===== src/rtl/fns_dec_seq.sv =====
// Sequential Fibonacci-numeral-system decoder: one code bit per cycle, plain or DPS weighting.
// Valid/ready on both sides, no overlap between consecutive words.
module fns_dec_seq #(
    parameter int unsigned N  = 11,
    parameter int unsigned DW = 9
) (
    input  logic          clk_i,
    input  logic          rst_ni,
    input  logic          in_valid_i,
    output logic          in_ready_o,
    input  logic [N-1:0]  codein_i,
    input  logic          dps_en_i,
    output logic          out_valid_o,
    input  logic          out_ready_i,
    output logic [DW-1:0] dataout_o,
    output logic          ovf_o
);

    localparam int unsigned CW = $clog2(N);
    // Largest true sum for N=32 (with DPS) and the last fb value both stay below 2^25.
    localparam int unsigned AW = ((DW + 2) > 25) ? (DW + 2) : 25;

    typedef enum logic [1:0] {
        S_IDLE = 2'd0,
        S_RUN  = 2'd1,
        S_DONE = 2'd2
    } state_e;

    state_e          state_q, state_d;
    logic [N-1:0]    code_q, code_d;
    logic [AW-1:0]   fa_q, fa_d;
    logic [AW-1:0]   fb_q, fb_d;
    logic [AW-1:0]   acc_q, acc_d;
    logic [CW-1:0]   cnt_q, cnt_d;
    logic            dps_q, dps_d;
    logic [DW-1:0]   dataout_q, dataout_d;
    logic            ovf_q, ovf_d;
    logic            in_ready_q, in_ready_d;
    logic            out_valid_q, out_valid_d;
    logic [AW-1:0]   addend;

    // State and datapath registers
    always_ff @(posedge clk_i) begin
        if (!rst_ni) begin
            state_q     <= S_IDLE;
            code_q      <= '0;
            fa_q        <= '0;
            fb_q        <= '0;
            acc_q       <= '0;
            cnt_q       <= '0;
            dps_q       <= 1'b0;
            dataout_q   <= '0;
            ovf_q       <= 1'b0;
            in_ready_q  <= 1'b1;
            out_valid_q <= 1'b0;
        end else begin
            state_q     <= state_d;
            code_q      <= code_d;
            fa_q        <= fa_d;
            fb_q        <= fb_d;
            acc_q       <= acc_d;
            cnt_q       <= cnt_d;
            dps_q       <= dps_d;
            dataout_q   <= dataout_d;
            ovf_q       <= ovf_d;
            in_ready_q  <= in_ready_d;
            out_valid_q <= out_valid_d;
        end
    end

    // Next-state, iteration step and registered-output preparation
    always_comb begin
        state_d   = state_q;
        code_d    = code_q;
        fa_d      = fa_q;
        fb_d      = fb_q;
        acc_d     = acc_q;
        cnt_d     = cnt_q;
        dps_d     = dps_q;
        dataout_d = dataout_q;
        ovf_d     = ovf_q;
        addend    = '0;

        unique case (state_q)
            S_IDLE: begin
                if (in_valid_i) begin
                    code_d  = codein_i;
                    dps_d   = dps_en_i;
                    acc_d   = '0;
                    fa_d    = AW'(1);
                    fb_d    = AW'(2);
                    cnt_d   = '0;
                    state_d = S_RUN;
                end
            end
            S_RUN: begin
                if (code_q[0]) begin
                    // DPS doubles the weight of bit N-2 only
                    addend = (dps_q && (cnt_q == CW'(N - 2))) ? (fa_q << 1) : fa_q;
                end
                acc_d  = acc_q + addend;
                code_d = code_q >> 1;
                fa_d   = fb_q;
                fb_d   = fa_q + fb_q;
                cnt_d  = cnt_q + CW'(1);
                if (cnt_q == CW'(N - 1)) begin
                    dataout_d = acc_d[DW-1:0];
                    ovf_d     = |acc_d[AW-1:DW];
                    state_d   = S_DONE;
                end
            end
            S_DONE: begin
                if (out_ready_i) begin
                    state_d = S_IDLE;
                end
            end
            default: begin
                state_d = S_IDLE;
            end
        endcase

        in_ready_d  = (state_d == S_IDLE);
        out_valid_d = (state_d == S_DONE);
    end

    assign in_ready_o  = in_ready_q;
    assign out_valid_o = out_valid_q;
    assign dataout_o   = dataout_q;
    assign ovf_o       = ovf_q;

endmodule


===== config.mk =====
export PLATFORM = sky130hd
export DESIGN_NAME = fns_dec_seq
export DESIGN_NICKNAME = d
export VERILOG_FILES = /design/src/rtl/fns_dec_seq.sv
export SDC_FILE = /design/constraint.sdc
export NUM_CORES = 1
export LEC_CHECK = 0
export ABC_AREA = 0
export ABC_CLOCK_PERIOD_IN_PS = 6500
export BUFFER_PORTS_ARGS = -buffer_cell sky130_fd_sc_hd__buf_2
export CAP_MARGIN = 20
export CORE_MARGIN = 2
export CORE_UTILIZATION = 46
export CTS_BUF_LIST = sky130_fd_sc_hd__clkbuf_4 sky130_fd_sc_hd__clkbuf_8 sky130_fd_sc_hd__clkbuf_16
export DETAILED_ROUTE_END_ITERATION = 7
export PLACE_DENSITY_LB_ADDON = 0.2
export SLEW_MARGIN = 20
export SYNTH_ARGS = -nofsm -noshare
export SYNTH_HDL_FRONTEND = slang
export SYNTH_SLANG_ARGS = --single-unit

===== constraint.sdc =====
create_clock -name clk_i -period 6.5 [get_ports clk_i]
set_input_delay 1.625 -clock clk_i [delete_from_list [all_inputs] [get_ports clk_i]]
set_output_delay 1.625 -clock clk_i [all_outputs]
set_load 0.02 [all_outputs]

Word level (Yosys, flattened, before mapping)
Cells that the tools add are included.

cells by class
  $add $sub $neg = 3
  equal/unequal tests = 6
  muxes and demuxes = 17
  reductions and logical operators = 8

operators by type and width
  kind                                                 count
  2-to-1 mux 25 bit                                    6
  case mux 25 bit (2 select lines)                     3
  adder 25 bit                                         2
  case mux 11 bit (2 select lines)                     1
  OR reduction 16 bit                                  1
  2-to-1 mux 11 bit                                    1
  equality test 4 bit, second input constant           2
  case mux 4 bit (2 select lines)                      1
  2-to-1 mux 2 bit                                     3
  case mux 2 bit (3 select lines)                      1
  AND reduction 2 bit                                  3
  adder 4 x 1 -> 4 bit, second input constant          1
  equality test 2 bit, second input constant           2
  zero test 2 bit                                      2
  2-to-1 mux 4 bit                                     1
  equality test 2 x 1 -> 1 bit, second input constant  1
  inequality test 2 bit, second input constant         1
  nonzero test 2 bit                                   1
  logical AND 1 bit                                    1

storage, ports and cells
  register bits after elaboration = 105
  output and inout bits = 12
  word-level logic and storage cells = 45

Logic depth before layout (Yosys ltp)
  depth in word-level cells = 7
  gate-level depth with buffers = 18
  gate-level depth less buffers = 16

Worst setup path after synthesis
Ideal clock, no wire load.

  path type = register -> register
  start = register cnt_q[0]
  end = register ovf_q (netlist: ovf_o)
  data arrival time = 3.786 ns
  data required time = 6.380 ns
  slack = 2.595 ns
  stages on the path, launching flop included = 18
  path buffers = 2
  clock period less this slack = 3.905 ns
  cells stage by stage = dfxtp_1 > ha_1 > and4b_1 > clkbuf_1 > clkbuf_1 > nand2_1 > a21boi_0 > ha_1 > a211oi_2 > nor3_1 > o21ai_1 > a21oi_2 > a221oi_2 > xnor2_1 > or3_1 > a2111oi_2 > nand4bb_1 > o31a_1

between the ends
  longest elaborated chain between the ends = 7
  elaborated cells between the ends (all ways) = 9

ends and longest elaborated chain
  element                 RTL line  source
  from (decl)             34        logic [CW-1:0] cnt_q, cnt_d;
  from (signal assigned)  62        cnt_q <= cnt_d;
  equality test 4 bit     99        addend = (dps_q && (cnt_q == CW'(N - 2))) ? (fa_q << 1) : fa_q;
  logical AND 1 bit       99
  2-to-1 mux 25 bit       99
  2-to-1 mux 25 bit       97        if (code_q[0]) begin
  2-to-1 mux 25 bit       84        unique case (state_q)
  adder 25 bit            101       acc_d = acc_q + addend;
  OR reduction 16 bit     108       ovf_d = |acc_d[AW-1:DW];
  to (signal assigned)    65        ovf_q <= ovf_d;
  to (decl)               37        logic ovf_q, ovf_d;

Several ways; a longest one is shown, not always the timed one. The select of a mux whose other input is x is not followed.
A chain may end at the register's enable or synchronous reset.

Worst setup path after layout
Ends and elaborated chain as after synthesis.

==> results.cfg <==
[min_path]
min_path_type = flip-flop to flip-flop
min_from = dataout_o[3]

[route]
drc = 0
drtIter0Drc = 403
vias_per_cell = 5.94
drtPass1Iterations = 5
wirelength_mm = 15.7
dr_total_vias = 5865
routedWlPerCell_um = 15.9
route.antenna.remaining_nets = 0

[synth]
yosysTopAreaCell = dfxtp_1
seq_area_frac_synth_pct = 32.3
ys_ff_latch = 105
yosys_warnings = 0
syn_area_per_cell_sq_um = 8.09
syn_inst = 804
syn_nets = 873
synth_ff_type = dfxtp_1
synth_edf_count = 0
synth_async_sr_flop_share_pct = 0
yosysUniqueCellTypes = 70
synth_top_area_share_pct = 32.3
synthTopCellsByArea = dfxtp_1 32%, ha_1 9.8%, a22oi_1 6.8%, nor2_1 6.3%, nand2_1 5.3%
syn-cell-area_sq_um = 6500

[critical_path]
slowest_delay_ns = 0.76
cp-end-kind = flip-flop
start_kind = flip-flop
critical_path_class = flip-flop to flip-flop
cp_cell_sequence = ha_1 -> and4b_1 -> nand2_1 -> a21boi_0 -> ha_1 -> a211oi_2 -> nor3_1 -> o21ai_1 -> a21oi_2 -> a221oi_2 -> xnor2_1 -> or3_1 -> a2111oi_2 -> nand4bb_1 -> o31a_1
rr_startpoint = cnt_q[0]
startpoint = cnt_q[0]
cp.arrival_ns = 4.86
critPathMaxFanout = 24
critical-path-slowest-cell = and4b_1
cp_data_required_time_ns = 6.75
crit_top_cell = ha_1

[clock_tree]
numCtsBuffers = 9
post_cts_resized = 0
clkTransAtPathRegs_ns = 0.07
cts_max_path_buffers = 2
cts_setup_buffers = 0
cts_tree = yes
cts_sinks = 105
htree_levels = 3
worstSkewPairLatency_ns = 0.36
cts_hold_buf = 0
cts_root_buffer = clkbuf_16

[sta]
max_freq_mhz = 217
max_slew_margin_pct = 43.4
fin_ws_ns = 1.89
min_period_ns = 4.61
setup_tns_ns = 0
rsz0062_at_grt = no
period_share_pct = 71.0
fin_skew_ns = 0.00702
finalMaxSlewViolations = 0
tightest_slew_ns = 0.849
finalHoldViolCount = 0
finalSetupViolations = 0

[grt]
grt_pass1_vias = 5404
grt_start_max_net_pins = 63
antenna_found_initial = 0
grt_pass1_wl_mm = 25.4
grt-ovfl-total = 0
grt_util_all_layers_pct = 21.2

[run]
drv_cap = 0

[final_layout]
nets = 871
post-route-util_pct = 51.0
area_growth_pct = 8.37
insertedDiodeCount = 0
mostFrequentLayoutCells = 109 x nor2_1, 105 x dfxtp_1, 92 x nand2_1, 60 x a21oi_1, 59 x a22oi_1
stdcell_area_sq_um = 7050
layout_commonest_cell = nor2_1
layout-drive-gt1-share_pct = 9.67
instances_no_fill = 987

[status]
status = finished, final reports clean

[power_and_ir_drop]
power_density_nw_per_um2 = 186
ir_worst_vdd_mv = 0.125
cellLeakagePower_nw = 2.90

[place]
io_buffers = 27
place.gp.congestion = 0.925
place_ws_ns = 1.55
hpwl_mm = 11.2
dp_cells = 970
post_dp_cell_area_sq_um = 6730

[die]
rows = 43
fp.dieW_um = 123
ios = 28
die_area_sq_um = 15100
dieHeight_um = 123
coreArea_sq_um = 13800
initial_core_util_pct = 47.0
[worst max-delay path: cells and delay by family, from the launching register on]
kind	cells	cell delay, ns
compound gates	7	1.88
xor+xnor	1	0.12
fa+ha+maj	2	0.54
flops	1	0.43
simple gates	5	1.55
[report_power, final]
part	switching [W]	internal, W	total, W
registers	0.0000128	0.000653	0.000666
clock network	0.000263	0.000303	0.000566
logic	0.0000500	0.0000275	0.0000775
[registers in the layout (all words and copies together) (netlist names)]
signal and cells:
dataout_o 9, fb_q 25, ovf_o 1, state_q 2
out_valid_o 1, cnt_q 4, in_ready_o 1, code_q 11
dps_q 1, acc_q 25, fa_q 25
[routing by layer]
metal	GRT usage (%)	vias up	wire length (um)
li1	-	2902	-
met1	26.0	2791	7040
met2	35.3	131	7460
met3	4.52	41	637
met4	9.84	0	539
met5	0	-	0
[through the flow]
stage	hold slack [ns]	power, W
global route	0.485	0.00136
finish	0.456	0.00131
detailed placement	0.452	0.000757
global placement	0.442	0.000754
floorplan	0.452	0.000734
CTS	0.462	0.00133
[cell families after synthesis]
| logic type | after synthesis | synth area share [%] |
|---|---|---|
| flops | 105 | 32.3 |
| mux | 2 | 0.327 |
| buf+inv | 66 | 3.81 |
| simple gates | 279 | 19.3 |
| xor+xnor | 36 | 4.85 |
| fa+ha+maj | 53 | 10.4 |
| compound gates | 263 | 29.0 |
[cells in the mapped netlist (3+ instances only)]
| library cell | count |
|---|---|
| and3_1 | 6 |
| ha_1 | 51 |
| or3_1 | 3 |
| inv_1 | 20 |
| a41oi_1 | 4 |
| o21ai_1 | 4 |
| a21oi_1 | 60 |
| o21a_1 | 3 |
| nor3_1 | 11 |
| and4_1 | 4 |
| a311o_1 | 3 |
| dfxtp_1 | 105 |
| o2111ai_1 | 4 |
| clkbuf_1 | 41 |
| a211oi_1 | 5 |
| a22oi_1 | 59 |
| a21o_1 | 16 |
| o21ai_0 | 25 |
| nand4_1 | 3 |
| xnor2_1 | 21 |
| xor2_1 | 15 |
| o31a_1 | 3 |
| nand3_1 | 7 |
| and2_1 | 9 |
| o221a_2 | 13 |
| a31oi_1 | 5 |
| buf_1 | 4 |
| a21boi_0 | 24 |
| nor2b_1 | 15 |
| nand2_1 | 92 |
| nor2_1 | 109 |
| o211ai_1 | 4 |
| nand2b_1 | 5 |
| o21bai_1 | 7 |
[final timing paths]
check / to / slack (ns) / cells after the start
max: ovf_o / 1.89 / 15
min: dataout_o[3] / 0.46 / 2
max reg2reg: ovf_o / 1.89 / 15
min reg2reg: dataout_o[3] / 0.46 / 2
[layout make-up]
class / count / area (sq um)
Fill cell: 1307 / 6780
Clock buffer: 9 / 225
Clock inverter: 7 / 78.8
Inverter: 21 / 78.8
Timing Repair Buffer: 32 / 176
Tap cell: 180 / 225
Multi-Input combinational cell: 633 / 4160
Sequential cell: 105 / 2100
Note: power is estimated with default switching activity, not from simulation.
